==> config.mk <==
export PLATFORM = sky130hd
export DESIGN_NAME = memory_tank_controller_flat
export DESIGN_NICKNAME = d
export VERILOG_FILES = /design/src/rtl/memory_tank_controller_if.sv /design/src/rtl/memory_tank_controller.sv /design/src/flat_wrapper.sv
export SDC_FILE = /design/constraint.sdc
export NUM_CORES = 1
export LEC_CHECK = 0
export BUFFER_PORTS_ARGS = -buffer_cell sky130_fd_sc_hd__buf_2
export CAP_MARGIN = 20
export CORE_AREA = 2 2 40 69
export DETAILED_ROUTE_END_ITERATION = 10
export DIE_AREA = 0 0 42 71
export GPL_TIMING_DRIVEN = 1
export HOLD_SLACK_MARGIN = 0.15
export PLACE_DENSITY = 0.83
export SYNTH_ARGS = -nofsm -noshare
export SYNTH_HDL_FRONTEND = slang
export SYNTH_SLANG_ARGS = --single-unit
==> constraint.sdc <==
create_clock -name i_r1_clk -period 3.4 [get_ports i_r1_clk]
set_input_delay 0.85 -clock i_r1_clk [delete_from_list [all_inputs] [get_ports i_r1_clk]]
set_output_delay 0.85 -clock i_r1_clk [all_outputs]
set_load 0.01 [all_outputs]
==> src/rtl/memory_tank_controller_if.sv <==
// ============================================================================
// memory_tank_controller_if
// ----------------------------------------------------------------------------
// Purpose : Store-control side of the long-tank sequencer. Groups the access
//           request, the serial data pair and the status/handshake strobes.
//
// Signals : req          access request (level)
//           we           1 = write, 0 = read
//           long_w       1 = 35-bit long word, 0 = 17-bit short word
//           addr         short-word location (minor cycle)
//           clr          clear-whole-tank request
//           wdata        serial write bit, LSB first
//           rdata        serial read bit, LSB first
//           rdata_valid  read bit strobe
//           wdata_req    write bit consumed this cycle
//           busy         sequencer not idle
//           ack          one-cycle completion pulse
//
// Modports: master = store control, slave = tank controller
// ============================================================================
interface memory_tank_controller_if #(
    parameter int ADDR_W = 5
);
    logic              req;
    logic              we;
    logic              long_w;
    logic [ADDR_W-1:0] addr;
    logic              clr;
    logic              wdata;
    logic              rdata;
    logic              rdata_valid;
    logic              wdata_req;
    logic              busy;
    logic              ack;

    modport master (
        output req, we, long_w, addr, clr, wdata,
        input  rdata, rdata_valid, wdata_req, busy, ack
    );

    modport slave (
        input  req, we, long_w, addr, clr, wdata,
        output rdata, rdata_valid, wdata_req, busy, ack
    );
endinterface

==> src/rtl/memory_tank_controller.sv <==
// ============================================================================
// memory_tank_controller
// ----------------------------------------------------------------------------
// Purpose : Sequencer for one recirculating long tank of MINORS minor cycles x
//           BITS_PER_MINOR pulse positions. Free-running bit/minor counters
//           name the location currently emerging from the delay line. The tank
//           input recirculates the output by default; an accepted request
//           waits for the addressed word to emerge and then gates a serial
//           read or write, or a clear of the whole tank.
//
// Ports   : i_r1_clk      bit-rate clock, one pulse position per cycle
//           i_r1_rst      synchronous reset, active-high
//           io_bus        store-control interface (slave modport)
//           i_tank_out    bit emerging from the delay line this cycle
//           o_tank_in     bit fed into the delay line
//           o_minor_sync  high when bit_cnt == 0
//           o_minor_cnt   current minor cycle at the tank output
//           o_bit_cnt     current pulse position, 0..BITS_PER_MINOR-1
// ============================================================================
module memory_tank_controller #(
    parameter int BITS_PER_MINOR = 18,
    parameter int MINORS         = 32,
    parameter int ADDR_W         = 5
) (
    input  logic                      i_r1_clk,
    input  logic                      i_r1_rst,
    memory_tank_controller_if.slave   io_bus,
    input  logic                      i_tank_out,
    output logic                      o_tank_in,
    output logic                      o_minor_sync,
    output logic [ADDR_W-1:0]         o_minor_cnt,
    output logic [4:0]                o_bit_cnt
);

    localparam logic [4:0]        LAST_BIT       = 5'(BITS_PER_MINOR - 1);
    localparam logic [4:0]        LAST_SHORT_BIT = 5'(BITS_PER_MINOR - 2);
    localparam logic [ADDR_W-1:0] LAST_MINOR     = ADDR_W'(MINORS - 1);

    typedef enum logic [2:0] {
        S_IDLE,
        S_WAIT,
        S_XFER,
        S_CLR_WAIT,
        S_CLEAR,
        S_DONE
    } state_t;

    state_t             r_state;
    state_t             w_state_next;

    logic [4:0]         r_bit_cnt;
    logic [ADDR_W-1:0]  r_minor_cnt;
    logic               r_we;
    logic               r_long;
    logic [ADDR_W-1:0]  r_tgt;

    logic               w_wrap;
    logic [ADDR_W-1:0]  w_next_minor;
    logic [ADDR_W-1:0]  w_req_tgt;
    logic               w_accept;
    logic               w_hit_req;
    logic               w_hit_tgt;
    logic               w_hit_zero;
    logic               w_xfer_last;
    logic               w_clear_last;

    logic               w_tank_in;
    logic               w_rdata;
    logic               w_rdata_valid;
    logic               w_wdata_req;
    logic               w_busy;
    logic               w_ack;
    logic               w_minor_sync;

    // ------------------------------------------------------------------------
    // Tank position counters
    // ------------------------------------------------------------------------
    assign w_wrap       = (r_bit_cnt == LAST_BIT);
    assign w_next_minor = (r_minor_cnt == LAST_MINOR) ? '0 : r_minor_cnt + 1'b1;

    // NOTE: sequential state is always updated with non-blocking assignments so
    // every register samples the pre-edge values of its neighbours.
    always_ff @(posedge i_r1_clk) begin
        if (i_r1_rst) begin
            r_bit_cnt   <= '0;
            r_minor_cnt <= '0;
        end else if (w_wrap) begin
            r_bit_cnt   <= '0;
            r_minor_cnt <= w_next_minor;
        end else begin
            r_bit_cnt   <= r_bit_cnt + 1'b1;
        end
    end

    // ------------------------------------------------------------------------
    // Position matching. The sequencer looks one cycle ahead: the state moves
    // to XFER/CLEAR on the edge that brings the target location to the tank
    // output, so the matching cycle itself carries the first bit. Matching
    // the next position (never the current one) also makes a request accepted
    // exactly at the target wait a full major cycle.
    // ------------------------------------------------------------------------
    assign w_req_tgt    = io_bus.long_w ? {io_bus.addr[ADDR_W-1:1], 1'b0} : io_bus.addr;
    assign w_accept     = io_bus.req && !io_bus.clr;
    assign w_hit_req    = w_wrap && (w_next_minor == w_req_tgt);
    assign w_hit_tgt    = w_wrap && (w_next_minor == r_tgt);
    assign w_hit_zero   = w_wrap && (w_next_minor == '0);

    // A transfer starts at bit 0 of minor tgt. A short word ends at bit 16 of
    // that minor; a long word ends at bit 16 of the following minor.
    assign w_xfer_last  = (r_bit_cnt == LAST_SHORT_BIT) && (!r_long || (r_minor_cnt != r_tgt));

    // A clear starts at minor 0, bit 0 and therefore spans one full major cycle.
    assign w_clear_last = w_wrap && (r_minor_cnt == LAST_MINOR);

    // ------------------------------------------------------------------------
    // Request latch: the access parameters are frozen at acceptance
    // ------------------------------------------------------------------------
    always_ff @(posedge i_r1_clk) begin
        if (i_r1_rst) begin
            r_we   <= 1'b0;
            r_long <= 1'b0;
            r_tgt  <= '0;
        end else if ((r_state == S_IDLE) && w_accept) begin
            r_we   <= io_bus.we;
            r_long <= io_bus.long_w;
            r_tgt  <= w_req_tgt;
        end
    end

    // ------------------------------------------------------------------------
    // FSM: state register
    // ------------------------------------------------------------------------
    always_ff @(posedge i_r1_clk) begin
        if (i_r1_rst) begin
            r_state <= S_IDLE;
        end else begin
            r_state <= w_state_next;
        end
    end

    // ------------------------------------------------------------------------
    // FSM: next-state logic
    // ------------------------------------------------------------------------
    // NOTE: every signal assigned in a combinational block gets a default at
    // the top, so no path through the case statement can infer a latch.
    always_comb begin
        w_state_next = r_state;
        case (r_state)
            S_IDLE: begin
                if (io_bus.clr) begin
                    w_state_next = w_hit_zero ? S_CLEAR : S_CLR_WAIT;
                end else if (io_bus.req) begin
                    w_state_next = w_hit_req ? S_XFER : S_WAIT;
                end
            end
            S_WAIT: begin
                if (w_hit_tgt) begin
                    w_state_next = S_XFER;
                end
            end
            S_XFER: begin
                if (w_xfer_last) begin
                    w_state_next = S_DONE;
                end
            end
            S_CLR_WAIT: begin
                if (w_hit_zero) begin
                    w_state_next = S_CLEAR;
                end
            end
            S_CLEAR: begin
                if (w_clear_last) begin
                    w_state_next = S_DONE;
                end
            end
            S_DONE: begin
                w_state_next = S_IDLE;
            end
            default: begin
                w_state_next = S_IDLE;
            end
        endcase
    end

    // ------------------------------------------------------------------------
    // FSM: outputs. Reset forces every 1-bit output low in the same cycle,
    // which also writes zeros into the tank while reset is held.
    // ------------------------------------------------------------------------
    always_comb begin
        w_tank_in     = i_tank_out;
        w_rdata       = 1'b0;
        w_rdata_valid = 1'b0;
        w_wdata_req   = 1'b0;
        w_busy        = (r_state != S_IDLE);
        w_ack         = 1'b0;
        w_minor_sync  = (r_bit_cnt == '0);

        case (r_state)
            S_XFER: begin
                if (r_we) begin
                    w_wdata_req = 1'b1;
                    w_tank_in   = io_bus.wdata;
                end else begin
                    w_rdata_valid = 1'b1;
                    w_rdata       = i_tank_out;
                end
            end
            S_CLEAR: begin
                w_tank_in = 1'b0;
            end
            S_DONE: begin
                w_ack = 1'b1;
            end
            default: begin
            end
        endcase

        if (i_r1_rst) begin
            w_tank_in     = 1'b0;
            w_rdata       = 1'b0;
            w_rdata_valid = 1'b0;
            w_wdata_req   = 1'b0;
            w_busy        = 1'b0;
            w_ack         = 1'b0;
            w_minor_sync  = 1'b0;
        end
    end

    assign o_tank_in          = w_tank_in;
    assign o_minor_sync       = w_minor_sync;
    assign o_minor_cnt        = r_minor_cnt;
    assign o_bit_cnt          = r_bit_cnt;
    assign io_bus.rdata       = w_rdata;
    assign io_bus.rdata_valid = w_rdata_valid;
    assign io_bus.wdata_req   = w_wdata_req;
    assign io_bus.busy        = w_busy;
    assign io_bus.ack         = w_ack;

endmodule

==> src/flat_wrapper.sv <==
// flat-port wrapper written by rule: the top's interface ports become plain ports
module memory_tank_controller_flat 
#(
    parameter int BITS_PER_MINOR = 18,
    parameter int MINORS         = 32,
    parameter int ADDR_W         = 5
)
  (i_r1_clk, i_r1_rst, i_tank_out, o_tank_in, o_minor_sync, o_minor_cnt, o_bit_cnt, io_bus_req, io_bus_we, io_bus_long_w, io_bus_addr, io_bus_clr, io_bus_wdata, io_bus_rdata, io_bus_rdata_valid, io_bus_wdata_req, io_bus_busy, io_bus_ack);
  memory_tank_controller_if #(.ADDR_W(ADDR_W)) io_bus_i ();
  input  logic i_r1_clk;
  input  logic i_r1_rst;
  input  logic i_tank_out;
  output logic o_tank_in;
  output logic o_minor_sync;
  output logic [ADDR_W-1:0] o_minor_cnt;
  output logic [4:0] o_bit_cnt;
  input wire logic [$bits(io_bus_i.req)-1:0] io_bus_req;
  input wire logic [$bits(io_bus_i.we)-1:0] io_bus_we;
  input wire logic [$bits(io_bus_i.long_w)-1:0] io_bus_long_w;
  input wire logic [$bits(io_bus_i.addr)-1:0] io_bus_addr;
  input wire logic [$bits(io_bus_i.clr)-1:0] io_bus_clr;
  input wire logic [$bits(io_bus_i.wdata)-1:0] io_bus_wdata;
  output wire logic [$bits(io_bus_i.rdata)-1:0] io_bus_rdata;
  output wire logic [$bits(io_bus_i.rdata_valid)-1:0] io_bus_rdata_valid;
  output wire logic [$bits(io_bus_i.wdata_req)-1:0] io_bus_wdata_req;
  output wire logic [$bits(io_bus_i.busy)-1:0] io_bus_busy;
  output wire logic [$bits(io_bus_i.ack)-1:0] io_bus_ack;
  assign io_bus_i.req = io_bus_req;
  assign io_bus_i.we = io_bus_we;
  assign io_bus_i.long_w = io_bus_long_w;
  assign io_bus_i.addr = io_bus_addr;
  assign io_bus_i.clr = io_bus_clr;
  assign io_bus_i.wdata = io_bus_wdata;
  assign io_bus_rdata = io_bus_i.rdata;
  assign io_bus_rdata_valid = io_bus_i.rdata_valid;
  assign io_bus_wdata_req = io_bus_i.wdata_req;
  assign io_bus_busy = io_bus_i.busy;
  assign io_bus_ack = io_bus_i.ack;
  memory_tank_controller #(.BITS_PER_MINOR(BITS_PER_MINOR), .MINORS(MINORS), .ADDR_W(ADDR_W)) u_core (.i_r1_clk(i_r1_clk), .i_r1_rst(i_r1_rst), .io_bus(io_bus_i), .i_tank_out(i_tank_out), .o_tank_in(o_tank_in), .o_minor_sync(o_minor_sync), .o_minor_cnt(o_minor_cnt), .o_bit_cnt(o_bit_cnt));
endmodule
-- After elaboration in Yosys (flattened, before gate mapping)
Index checks and enable logic that the tools add are counted.
- add/subtract/negate cells: 2
- equality and inequality tests: 16
- multiplexer cells: 27
- reductions and logical operators: 16
- operators by type and width (kind ; number):
    2-to-1 mux 3 bit ; 7
    2-to-1 mux 1 bit ; 16
    == test 5 bit, second input constant ; 3
    case mux 3 bit (5 select lines) ; 1
    adder 5 x 1 -> 5 bit, second input constant ; 2
    == test 5 bit ; 2
    zero test 5 bit ; 2
    inequality test 2 x 1 -> 1 bit, second input constant ; 4
    logical AND 1 bit ; 7
    == test 3 x 2 -> 1 bit, second input constant ; 2
    == test 3 bit, second input constant ; 2
    2-to-1 mux 5 bit ; 1
    inequality test 5 bit ; 1
    AND reduction 5 bit ; 1
    == test 3 x 1 -> 1 bit, second input constant ; 1
    zero test 3 bit ; 1
    inequality test 3 bit, second input constant ; 1
    nonzero test 3 bit ; 1
    zero test 1 bit ; 2
    2-to-1 mux 2 bit ; 1
    case mux 1 bit (2 select lines) ; 1
    OR reduction 2 bit ; 1
    logical OR 1 bit ; 1
- register bits: 20
- input bits: 13
- output and inout bits: 17
- word-level logic and storage cells: 67

-- Longest topological paths before layout
- depth after elaboration: 8
- depth in mapped cells: 9
- depth with buffers taken out: 9

-- Worst setup path after synthesis
Ideal clock, no wire load.
- path type: input-to-output
- start point: in i_r1_rst
- end point: out o_minor_sync
- data arrival time: 1.623 ns
- data required time: 2.550 ns
- setup slack: 0.927 ns
- stages: 3
- buffers on the path: 2
- cells stage by stage: clkbuf_1 > clkbuf_1 > nor4_1
- cells in the longest elaborated chain, start to end: 1
- RTL lines (element ; line ; RTL):
    from (decl) ; flat_wrapper.sv:11 ; input logic i_r1_rst;
    2-to-1 mux 1 bit ; memory_tank_controller.sv:218 ; if (i_r1_rst) begin
    to (decl) ; flat_wrapper.sv:14 ; output logic o_minor_sync;
No other way between the ends.

-- Worst setup path in the final report
- start point: reg u_core.r_minor_cnt[0] (netlist: u_core.o_minor_cnt[0])
- end point: reg u_core.r_state[1]
- cells in the longest elaborated chain, start to end: 8
- elaborated cells on any way between the ends: 23
- those cells by class: 1 x add/sub; 8 x eq/ne; 6 x mux; 8 x reduce/logical
- RTL lines (element ; line ; RTL):
    from (decl) ; memory_tank_controller.sv:52 ; logic [ADDR_W-1:0] r_minor_cnt;
    from (signal assigned) ; memory_tank_controller.sv:89 ; r_minor_cnt <= w_next_minor;
    adder 5 x 1 -> 5 bit / == test 5 bit (equally long branches) ; memory_tank_controller.sv:79, memory_tank_controller.sv:113 ;
    2-to-1 mux 5 bit ; memory_tank_controller.sv:79 ; assign w_next_minor = (r_minor_cnt == LAST_MINOR) ? '0 : r_minor_cnt + 1'b1;
    == test 5 bit ; memory_tank_controller.sv:104 ; assign w_hit_req = w_wrap && (w_next_minor == w_req_tgt);
    logical AND 1 bit ; memory_tank_controller.sv:104 ;
    2-to-1 mux 2 bit ; memory_tank_controller.sv:153 ; w_state_next = w_hit_req ? S_XFER : S_WAIT;
    2-to-1 mux 3 bit ; memory_tank_controller.sv:152 ; end else if (io_bus.req) begin
    2-to-1 mux 3 bit ; memory_tank_controller.sv:150 ; if (io_bus.clr) begin
    case mux 3 bit (5 select lines) ; memory_tank_controller.sv:148 ; case (r_state)
    to (signal assigned) ; memory_tank_controller.sv:137 ; r_state <= w_state_next;
    to (decl) ; memory_tank_controller.sv:48 ; state_t r_state;
Several ways; a longest one is shown, not always the timed one. The select of a mux whose other input is x is not followed.
A chain may end at the register's enable or synchronous reset.

==> impl_metrics.tcl <==
set metrics [dict create \
    fin_crit_ns 2.57 \
    grt_max_degree 27 \
    slew_violations 0 \
    cts_resized 0 \
    p_sw_frac 0.360 \
    pre_cts_ws_ns 0.886 \
    cts_max_level 1 \
    start_util 0.535 \
    port_buffers 29 \
    cts-root-buf "clkbuf_8" \
    combPwrFrac 0.324 \
    cts_hold_buf 0 \
    slew_headroom 0.672 \
    synth-main-ff-cell "dfxtp_1" \
    internal_power_mw 0.445 \
    synth_edf_count 0 \
    tns_ns 0 \
    wire_per_inst_microns 15.1 \
    required_ns 3.55 \
    ys_async_sr_fraction 0 \
    drc 0 \
    grt-ovfl-total 0 \
    critPathCaptureType "flop" \
    antenna_left 0 \
    setup_viol 0 \
    yosysMostFrequentCell "dfxtp_1" \
    final-hold-violation-count 0 \
    dieWidth_microns 42 \
    setup_slack_ns 0.827 \
    fin_skew_ns 0.00141 \
    critPathArrivalTime_ns 2.72 \
    ir_worst_vdd_mv 0.276 \
    critPathKind "reg -> reg" \
    synth_area_leaders "dfxtp_1 31%, xnor2_1 6.7%, ha_1 5.8%" \
    pwr_density_cell_nw_per_um2 471 \
    grt_pass1_vias 1188 \
    synth_cell_types 41 \
    viasPerCell 5.98 \
    drt-total-wl_mm 3.08 \
    via_count 1219 \
    critPathMaxFanout 7 \
    syn_area_sq_um 1300 \
    power_mw 0.695 \
    placed_cells 201 \
    core_region_area_sq_um 2430 \
    dieArea_sq_um 2980 \
    path_clk_slew_ns 0.07 \
    clkLatencyLatePin_ns 0.26 \
    antenna_cells 0 \
    seq_area_frac_synth 0.307 \
    synth-seq-cells 20 \
    max_freq_mhz 389 \
    reg2regPathDepth 9 \
    grt_antenna_before_repair 0 \
    grt_pass1_wl_mm 5.20 \
    synth.avg_cell_area_sq_um 8.35 \
    numCtsBuffers 3 \
    worstMarginPinSlew_ns 0.485 \
    cap_violations 0 \
    status "finished clean" \
    ios 30 \
    fin_area_sq_um 1470 \
    hold_slack_ns 0.517 \
    drive_gt1_frac 0.213 \
    drt_iter0_drc 33 \
    p_switching_mw 0.250 \
    start_kind "flop" \
    placed_cell_area_sq_um 1430 \
    synth.net_count 175 \
    cts_sinks 20 \
    p_seq_frac 0.453 \
    rsz0062_at_grt "false" \
    dp_hpwl_mm 2.29 \
    hold_depth 2 \
    cts_tree "done" \
    track_usage 0.218 \
    fin_crit_sh 0.757 \
    synthCells 156 \
    area_delta_synth_final_pct 13.2 \
    yosysTopAreaCell "dfxtp_1" \
    final_util 0.606 \
    fin_nets 199 \
    stdcell_count 204 \
    fp.dieH_microns 71 \
    dr.pass1.iters 4 \
    max-clock-path-buffers 2 \
    yosys_warnings 0 \
    clkPwrFrac 0.223 \
    num_rows 24 \
    post_cts_buffers 0 \
    p_leak_nw 0.678 \
    synth_common_cells "20 x dfxtp_1, 18 x nor2_1, 15 x nand2_1, 11 x a21oi_1, 10 x xnor2_1" \
    netlist.area_leader.share 0.307 \
    holdCritPathClass "reg -> reg" \
    gp_congestion 0.864 \
    n_fill_cell 226 \
]
==> kinds of logic (layout without fill, tap and decap cells) <==
kind of cell	Yosys count	in the layout	synth area share
XOR/XNOR	17	17	0.114
adder cells (fa/ha/maj)	6	6	0.0576
flip-flops	20	20	0.307
AO/OA/AOI/OAI	24	24	0.127
AND/OR/NAND/NOR	67	67	0.281
buffers and inverters	14	36	0.0480
multiplexers	8	8	0.0644
==> layout make-up <==
cell class / instances / area [sq um] / share of cell area
multi-input combinational: 122 / 840 / 0.570
sequential: 20 / 400 / 0.272
timing repair buffer: 29 / 145 / 0.0985
clock buffer: 3 / 41.3 / 0.0280
tap: 26 / 32.5 / 0.0221
inverter: 4 / 15.0 / 0.0102
==> final timing paths <==
check,from,end,slack (ns)
setup / recovery,u_core.o_minor_cnt[0]$_SDFFE_PP0P_,u_core.r_state[1]$_SDFFE_PP0P_,0.83
hold reg to reg,u_core.o_minor_cnt[4]$_SDFFE_PP0P_,u_core.o_minor_cnt[4]$_SDFFE_PP0P_,0.52
hold / removal,u_core.o_minor_cnt[4]$_SDFFE_PP0P_,u_core.o_minor_cnt[4]$_SDFFE_PP0P_,0.52
setup reg to reg,u_core.o_minor_cnt[0]$_SDFFE_PP0P_,u_core.r_state[1]$_SDFFE_PP0P_,0.83
==> cell usage in the layout (no fill, tap or decap), types with 2 or more instances in the layout <==
cell type	instances
xor2_1	7
nor4_1	2
a21oi_1	11
nor2_1	18
and3_1	3
mux2i_1	7
o21ai_0	3
nand2b_1	2
nor2b_1	3
nand3b_1	2
dfxtp_1	20
nand2_1	15
buf_2	29
inv_1	4
nand3_1	4
and2_1	2
nor3_1	5
ha_1	6
nor3b_1	4
clkbuf_8	3
xnor2_1	10
==> registers in the layout, summed over array words and instances, names as in the netlist <==
register            count
u_core.r_tgt            5
u_core.r_we             1
u_core.r_state          3
u_core.o_minor_cnt      5
u_core.r_long           1
u_core.o_bit_cnt        5
==> worst max-delay path, cell delays in order (launching register included) <==
cell and delay (ns):
dfxtp_1 0.47, ha_1 0.23, and3_1 0.17, ha_1 0.23
nor2b_1 0.08, mux2i_2 0.31, nand3b_1 0.25, a311oi_2 0.36
a21oi_1 0.12, o221a_1 0.24
==> routing by layer <==
layer	vias up	wire (microns)	share of wire	track usage
li1	591	-	-	-
met1	575	1160	0.38	0.228
met2	40	1680	0.55	0.410
met3	13	133	0.043	0.0306
met4	0	105	0.034	0.104
met5	-	0	0	0
==> power by group through the flow <==
stage / combinational (mW) / sequential (mW) / clock [mW]
floorplan: 0.202 / 0.283 / 0
global placement: 0.211 / 0.316 / 0
detailed placement: 0.224 / 0.318 / 0
CTS: 0.225 / 0.313 / 0.158
global route: 0.255 / 0.321 / 0.167
finish: 0.225 / 0.315 / 0.155
Note: power is estimated with default switching activity, not from simulation.
